===== config.mk =====
export PLATFORM = sky130hd
export DESIGN_NAME = pipem_alu
export DESIGN_NICKNAME = d
export VERILOG_FILES = /design/src/rtl/pipem_alu.sv
export SDC_FILE = /design/constraint.sdc
export NUM_CORES = 1
export LEC_CHECK = 0
export ABC_AREA = 1
export CAP_MARGIN = 40
export CELL_PAD_IN_SITES_DETAIL_PLACEMENT = 0
export CELL_PAD_IN_SITES_GLOBAL_PLACEMENT = 2
export CORE_MARGIN = 2
export CORE_UTILIZATION = 32
export DETAILED_ROUTE_END_ITERATION = 7
export GPL_TIMING_DRIVEN = 0
export PLACE_DENSITY = 0.95
export SLEW_MARGIN = 20
export SYNTH_ARGS = -nofsm -noshare
export SYNTH_HDL_FRONTEND = slang
export SYNTH_SLANG_ARGS = --single-unit

===== constraint.sdc =====
create_clock -name vclk -period 9.64
set_clock_uncertainty 0.1 [all_clocks]
set_input_delay 1.928 -clock vclk [all_inputs]
set_output_delay 1.928 -clock vclk [all_outputs]
set_load 0.1 [all_outputs]

===== src/rtl/pipem_alu.sv =====
`default_nettype none
// +----------------------------------------------------------------------------+
// | pipem_alu: PIPEM execute-stage ALU with ALU-control decode and HI/LO.      |
// | Optional multiply/divide + HI/LO built when ALU_MULDIV_EN is defined.      |
// | Rev 1.0                                                                    |
// +----------------------------------------------------------------------------+
module pipem_alu (
  input  logic        iCLK,
  input  logic        iRST,
  input  logic [1:0]  iALUOp,
  input  logic [5:0]  iOpcode,
  input  logic [5:0]  iFunct,
  input  logic [31:0] iA,
  input  logic [31:0] iB,
  input  logic [4:0]  iShamt,
  output logic [31:0] oALUresult,
  output logic        oZero,
  output logic        oOverflow
);

  logic [31:0] w_sum;
  logic [31:0] w_diff;
  logic        w_addOvf;
  logic        w_subOvf;
  logic        w_slt;
  logic        w_sltu;
  logic [31:0] w_result;
  logic        w_ovf;

  assign w_sum    = iA + iB;
  assign w_diff   = iA - iB;
  assign w_addOvf = (iA[31] == iB[31]) && (w_sum[31] != iA[31]);
  assign w_subOvf = (iA[31] != iB[31]) && (w_diff[31] != iA[31]);
  assign w_slt    = $signed(iA) < $signed(iB);
  assign w_sltu   = iA < iB;

`ifdef ALU_MULDIV_EN
  logic [31:0] r_hi;
  logic [31:0] r_lo;
  logic [63:0] w_prodS;
  logic [63:0] w_prodU;
  logic [31:0] w_absA;
  logic [31:0] w_absB;
  logic [31:0] w_absBSafe;
  logic [31:0] w_bSafe;
  logic [31:0] w_qMag;
  logic [31:0] w_rMag;
  logic [31:0] w_quotS;
  logic [31:0] w_remS;
  logic [31:0] w_quotU;
  logic [31:0] w_remU;

  // Low 64 bits of the sign-extended product equal the signed product.
  assign w_prodS = {{32{iA[31]}}, iA} * {{32{iB[31]}}, iB};
  assign w_prodU = {32'b0, iA} * {32'b0, iB};

  // Signed divide on magnitudes; 0x80000000 / -1 wraps back to 0x80000000.
  assign w_absA     = iA[31] ? -iA : iA;
  assign w_absB     = iB[31] ? -iB : iB;
  assign w_absBSafe = (w_absB == 32'd0) ? 32'd1 : w_absB;
  assign w_bSafe    = (iB == 32'd0) ? 32'd1 : iB;
  assign w_qMag     = w_absA / w_absBSafe;
  assign w_rMag     = w_absA % w_absBSafe;
  assign w_quotS    = (iA[31] ^ iB[31]) ? -w_qMag : w_qMag;
  assign w_remS     = iA[31] ? -w_rMag : w_rMag;
  assign w_quotU    = iA / w_bSafe;
  assign w_remU     = iA % w_bSafe;

  always_ff @(posedge iCLK) begin
    if (!iRST) begin
      r_hi <= 32'd0;
      r_lo <= 32'd0;
    end else if (iALUOp == 2'b10) begin
      case (iFunct)
        6'h11: r_hi <= iA;
        6'h13: r_lo <= iA;
        6'h18: {r_hi, r_lo} <= w_prodS;
        6'h19: {r_hi, r_lo} <= w_prodU;
        6'h1A: if (iB != 32'd0) begin
          r_lo <= w_quotS;
          r_hi <= w_remS;
        end
        6'h1B: if (iB != 32'd0) begin
          r_lo <= w_quotU;
          r_hi <= w_remU;
        end
        default: ;
      endcase
    end
  end
`else
  logic w_unused;
  assign w_unused = &{1'b0, iCLK, iRST};
`endif

  always_comb begin
    w_result = 32'd0;
    w_ovf    = 1'b0;
    case (iALUOp)
      2'b00: begin
        w_result = w_sum;
        w_ovf    = w_addOvf;
      end
      2'b01: begin
        w_result = w_diff;
        w_ovf    = w_subOvf;
      end
      2'b11: begin
        case (iOpcode)
          6'h08: begin
            w_result = w_sum;
            w_ovf    = w_addOvf;
          end
          6'h0A:   w_result = {31'b0, w_slt};
          6'h0B:   w_result = {31'b0, w_sltu};
          6'h0C:   w_result = iA & iB;
          6'h0D:   w_result = iA | iB;
          6'h0E:   w_result = iA ^ iB;
          6'h0F:   w_result = iB;
          default: w_result = w_sum;
        endcase
      end
      2'b10: begin
        case (iFunct)
          6'h00: w_result = iB << iShamt;
          6'h02: w_result = iB >> iShamt;
          6'h03: w_result = $signed(iB) >>> iShamt;
          6'h04: w_result = iB << iA[4:0];
          6'h06: w_result = iB >> iA[4:0];
          6'h07: w_result = $signed(iB) >>> iA[4:0];
          6'h08, 6'h09, 6'h21: w_result = w_sum;
          6'h20: begin
            w_result = w_sum;
            w_ovf    = w_addOvf;
          end
          6'h22: begin
            w_result = w_diff;
            w_ovf    = w_subOvf;
          end
          6'h23: w_result = w_diff;
          6'h24: w_result = iA & iB;
          6'h25: w_result = iA | iB;
          6'h26: w_result = iA ^ iB;
          6'h27: w_result = ~(iA | iB);
          6'h2A: w_result = {31'b0, w_slt};
          6'h2B: w_result = {31'b0, w_sltu};
`ifdef ALU_MULDIV_EN
          6'h10: w_result = r_hi;
          6'h12: w_result = r_lo;
          6'h11, 6'h13: w_result = iA;
`endif
          default: w_result = 32'd0;
        endcase
      end
      default: ;
    endcase
  end

  assign oALUresult = w_result;
  assign oZero      = (w_result == 32'd0);
  assign oOverflow  = w_ovf;

endmodule
`default_nettype wire


Yosys cells after proc, flatten, opt, wreduce, memory -nomap -nowiden
Cells that the tools add are included.
- reductions and logical operators: 7
- $lt $le $gt $ge: 2
- shift operators: 6
- add/subtract/negate cells: 2
- bitwise gates (word level): 4
- eq/ne operators: 31
- muxes and demuxes: 6
- operators by type and width (kind ; number):
    32-bit one-hot mux with 14 select lines ; 1
    32-bit one-hot mux with 6 select lines ; 1
    32-bit one-hot mux with 4 select lines ; 1
    32-bit less-than comparator ; 2
    32-bit by 5-bit << shifter with 32-bit output ; 2
    32-bit by 5-bit right shift with 32-bit output ; 2
    32-bit by 5-bit >>> shifter with 32-bit output ; 2
    6-bit equality test (second input constant) ; 10
    6-bit by 4-bit equality test with 1-bit output (second input constant) ; 9
    32-bit adder ; 1
    32-bit bitwise AND ; 1
    32-bit zero test ; 1
    32-bit NOT ; 1
    32-bit bitwise OR ; 1
    32-bit subtractor ; 1
    32-bit XOR ; 1
    6-bit by 3-bit equality test with 1-bit output (second input constant) ; 3
    6-bit by 2-bit equality test with 1-bit output (second input constant) ; 2
    6-bit zero test ; 1
    2-bit equality test (second input constant) ; 2
    1-bit one-hot mux with 4 select lines ; 1
    4-bit OR reduction ; 1
    1-bit inequality test ; 3
    2-bit by 1-bit equality test with 1-bit output (second input constant) ; 1
    6 further kinds ; 7
- bits in registers: 0
- logic and storage cells: 58

Logic depth before layout (Yosys ltp)
- depth in word-level cells: 5
- depth in mapped cells: 28
- depth with buffers taken out: 28

Worst setup path before layout
OpenSTA, ideal clock, no wires.
- kind: input port to output port
- start point: input port iA[2]
- end point: output port oZero
- data required time: 7.612 ns
- setup slack: 1.748 ns
- stages: 26
- data arrival time: 5.864 ns
- cells stage by stage: inv_1 -> ha_1 -> clkbuf_1 -> inv_1 -> nand2_1 -> nand2_1 -> nand2_1 -> inv_1 -> nand3_1 -> nand2_1 -> nand2_1 -> nand2_1 -> nand3_1 -> nand2_1 -> nor2_1 -> nor2_1 -> nand2_1 -> nor2_1 -> nand2_1 -> nand2_1 -> nand3_2 -> nor2_1 -> nand2_1 -> nor2_1 -> nand2_1 -> nor2_1
- elaborated cells on any way between the ends: 15
- classes of those cells: 2 x add/sub; 2 x order compare; 3 x shift; 3 x mux; 4 x bitwise; 1 x reduce/logical
- RTL lines (item ; line ; source):
    start, declared ; 13 ; input logic [31:0] iA,
    32-bit less-than comparator, or another cell as far along ; 35 ; assign w_sltu = iA < iB;
    32-bit one-hot mux with 14 select lines / 32-bit one-hot mux with 6 select lines (equally long branches) ; 124, 109 ;
    32-bit one-hot mux with 4 select lines * ; 99 ; case (iALUOp)
    named net oALUresult[0] ; 16 ; output logic [31:0] oALUresult,
    32-bit zero test * ; 160 ; assign oZero = (w_result == 32'd0);
    end, declared ; 17 ; output logic oZero,
The timed path passes the listed nets; every way through them passes the cells marked *.

Final worst setup path
- start point: input port iFunct[3]
- end point: output port oZero
- longest elaborated chain between the ends: 5
- elaborated cells on any way between the ends: 23
- classes of those cells: 17 x eq/ne; 2 x mux; 4 x reduce/logical
- ends and longest elaborated chain (item ; line ; source):
    start, declared ; 12 ; input logic [5:0] iFunct,
    6-bit equality test / 6-bit by 4-bit equality test with 1-bit output (equally long branches) ; 124 ; case (iFunct)
    4-bit OR reduction (no source line) / 2-bit OR reduction (equally long branches) ; -- ;
    32-bit one-hot mux with 14 select lines * ; 124 ;
    32-bit one-hot mux with 4 select lines * ; 99 ;
    32-bit zero test * ; 160 ;
Every way passes the cells marked *; elsewhere a longest branch is shown, timed or not.

==> results <==
[repair_timing]
action	in CTS	in global routing
gates resized for setup	11	27
buffers inserted	0	2
gates cloned	0	0
setup endpoints to repair	1	1
[layer usage]
layer  global-route usage, %  share of wire (%)  vias up
met1                    60.2                 38    11300
met3                    13.9                 15      451
met5                       0              0.011        -
met4                    31.1                8.7        2
met2                    67.5                 39     1973
li1                        -                  -    10600
[placed cells by master (no fill, tap or decap), types with 50 or more instances in the layout]
cell type,instances
sky130_fd_sc_hd__nand2_1,1014
sky130_fd_sc_hd__nand3_1,746
sky130_fd_sc_hd__inv_1,320
sky130_fd_sc_hd__nor2_1,225
sky130_fd_sc_hd__a21oi_1,106
sky130_fd_sc_hd__clkdlybuf4s50_1,98
sky130_fd_sc_hd__ha_1,96
sky130_fd_sc_hd__clkbuf_1,90
sky130_fd_sc_hd__o21ai_0,87
sky130_fd_sc_hd__o22ai_1,53
sky130_fd_sc_hd__buf_2,50
sky130_fd_sc_hd__buf_8,50
[synthesized netlist by cell type (10+ instances only)]
cell | count | area (um^2)
sky130_fd_sc_hd__nand2_1 | 1015 | 3810
sky130_fd_sc_hd__nand3_1 | 746 | 3730
sky130_fd_sc_hd__inv_1 | 322 | 1210
sky130_fd_sc_hd__nor2_1 | 226 | 848
sky130_fd_sc_hd__a21oi_1 | 107 | 536
sky130_fd_sc_hd__ha_1 | 96 | 1200
sky130_fd_sc_hd__clkbuf_1 | 92 | 345
sky130_fd_sc_hd__o21ai_0 | 88 | 440
sky130_fd_sc_hd__o22ai_1 | 53 | 332
sky130_fd_sc_hd__buf_2 | 50 | 250
sky130_fd_sc_hd__nand4_1 | 40 | 250
sky130_fd_sc_hd__nor3_1 | 22 | 110
sky130_fd_sc_hd__xor2_1 | 22 | 193
sky130_fd_sc_hd__o21ai_1 | 19 | 95.1
sky130_fd_sc_hd__a211oi_1 | 18 | 135
sky130_fd_sc_hd__o221ai_1 | 14 | 123
sky130_fd_sc_hd__o21bai_1 | 13 | 97.6
sky130_fd_sc_hd__a31oi_1 | 11 | 68.8
sky130_fd_sc_hd__a221oi_1 | 10 | 87.6
sky130_fd_sc_hd__o21ai_2 | 10 | 87.6
[layout make-up]
cell class         count  share of cell area, %
diodes                 1                 0.0142
well taps            600                   4.25
multi-input cells   2570                   71.7
repair buffers       194                   12.8
inverters            334                   7.12
plain buffers        158                   4.09
[cells by family (layout without fill, tap and decap cells)]
| logic type | Yosys count | after routing | synth area share, % |
|---|---|---|---|
| other cells | 0 | 1 | 0 |
| compound gates | 367 | 367 | 15.2 |
| xor+xnor | 23 | 23 | 1.38 |
| buf+inv | 494 | 686 | 13.6 |
| fa+ha+maj | 98 | 98 | 8.48 |
| simple gates | 2082 | 2082 | 61.4 |
[how the worst min path moves through the flow]
stage / from / end / slack [ns] / cells past startpoint
global route: iA[31] / oOverflow / 5.44 / 5
finish: iA[31] / oOverflow / 5.41 / 5
floorplan: iA[31] / oOverflow / 4.33 / 2
detailed placement: iA[31] / oOverflow / 5.41 / 5
global placement: iA[31] / oOverflow / 5.74 / 4
CTS: iA[31] / oOverflow / 5.41 / 5
[worst min-delay path: stages]
cell and delay (ns):
sky130_fd_sc_hd__clkdlybuf4s50_1 0.64, sky130_fd_sc_hd__nand2_1 0.10, sky130_fd_sc_hd__a32o_1 0.25, sky130_fd_sc_hd__clkdlybuf4s50_1 0.47, sky130_fd_sc_hd__buf_8 0.19
[per-stage QoR]
step                cell area, um^2  utilization, %
CTS                           17500            38.7
global placement              16600            36.6
detailed placement            17500            38.7
floorplan                     14600               -
finish                        17700            39.0
global route                  17700            39.0
==> run summary <==
The max-slew violation count came out at 0. The number of antenna violations at the first check in global routing was 2. The placed wire-length estimate after detailed placement is 94700 um.

The critical setup path kind is input port to primary output. The final route contains 24.3k vias. The number of iterations in the first detailed-routing pass is 7. The final-report hold violation count came out at 0. Buffers placed on the I/O ports in this run total 117. At the worst endpoint, the arrival time is 7.60 ns. Counting the fill cells in the layout gives 5417. The critical-path maximum fanout came out at 10. In this run the worst hold path is classified as input port to primary output. The fraction of the cycle the final worst path needs is between 90 and 100%. The worst setup path startpoint is iFunct[3].

Setup repair after global routing left no endpoint under its margin. The number of hold buffers added after cts is 0. The global-route wire length before repair is 159000 um.

The number of cell rows came out at 78. The die covers approximately 0.047 mm^2. The mean cell area of the mapped netlist is 4.78 um^2. The maximum number of pins on one net before global-route repair came out at 11.

The number of warnings issued by yosys is 0. The layout cell share with drive strength beyond 1 came out at 6.05%. The highest attainable clock frequency is around 0.10 GHz. The layout net count came out at 3441. Synthesis produced a netlist whose cell count is just over 3k. The via count of the first global-routing pass was 21.8k. The headroom to the max-slew limit is 31.5%. Traced cell by cell, the critical path runs through clkdlybuf4s50_1 -> inv_2 -> nand2_4 -> nor2_1 -> nand2_1 -> clkinv_1 -> clkbuf_1 -> a221oi_2 -> nand2_1 -> inv_1 -> nand3_1 -> o21ai_1 -> nand2_1 -> nand2_1 -> nand2_1 -> inv_1 -> nand2_1 -> nor2_1 -> nand2_2 -> nor2_1 -> clkdlybuf4s50_1 -> buf_8.

For the final routed database, the setup TNS stands at 0 ns. The register area is 0 um^2. The worst setup path is launched from an input port. The area added between synthesis and finish is 20.7%.

The number of sequential storage elements is 0. The detailed-route vias per instance is 6.30. The tightest hold path in the finished design has a slack of roughly 5.4 ns. Prior to clock tree synthesis, the placed netlist has a worst setup slack of -0.224 ns. The flow ran to the end, and the final reports show no timing, DRC or antenna violations. The least setup slack across all paths after layout is ~0.015 ns.

The aggregate global routing overflow is 0. Grouping stages by cell kind, the critical path spends the most delay in buffers and inverters. In this run the worst setup path terminates at oZero. The peak per-stage delay on the critical path is 0.69 ns. The sum of routed wire length over all layers came out at 116000 um.

The minimum clock period after layout is ~9.6 ns. From left edge to right edge, the die measures 218 um. Setup violations remaining at the end of the flow were counted as 0.

The actual transition at the worst max-transition pin came out at 1.03 ns. The critical path runs through a total of 22 cells. The placer congestion estimate is 1.12. The core footprint came out at 0.0453 mm^2. Counting tap cells, the placed design contains a total of 3846 instances. The number of different library cells used by synthesis comes to 47. The tool flagged a number of max-cap violations equal to 0. The non-filler instance count after layout is around 3.9k. STA classifies the critical path endpoint as a primary output. The cell with the most instances on the worst path is sky130_fd_sc_hd__nand2_1.

The iteration-0 DRC count of the detailed router came out at 4093. The starting density of the core came out at 32.3%. The area of the mapped netlist is 0.0146 mm^2. The net count after synthesis came out at 3247.

The die outline height is 218 um. The residual antenna-violating net count after detailed routing came out at 0. The I/O pin total came out at approximately 120. The number of clock buffer instances in the layout came out at 0. The routed length per instance came out at 30.1 um. The fraction of the yosys area taken by sequential cells is 0%. The area used by multi-input combinational logic came out at roughly 0.013 mm^2. On the critical path, the stage with the largest delay is an instance of sky130_fd_sc_hd__clkdlybuf4s50_1.

After detailed routing, the number of remaining DRC violations is 0. The global-route usage over all layers is 46.9%. The worst path buffer plus inverter count came out at 8. The required time reported for the critical path endpoint is 7.61 ns.
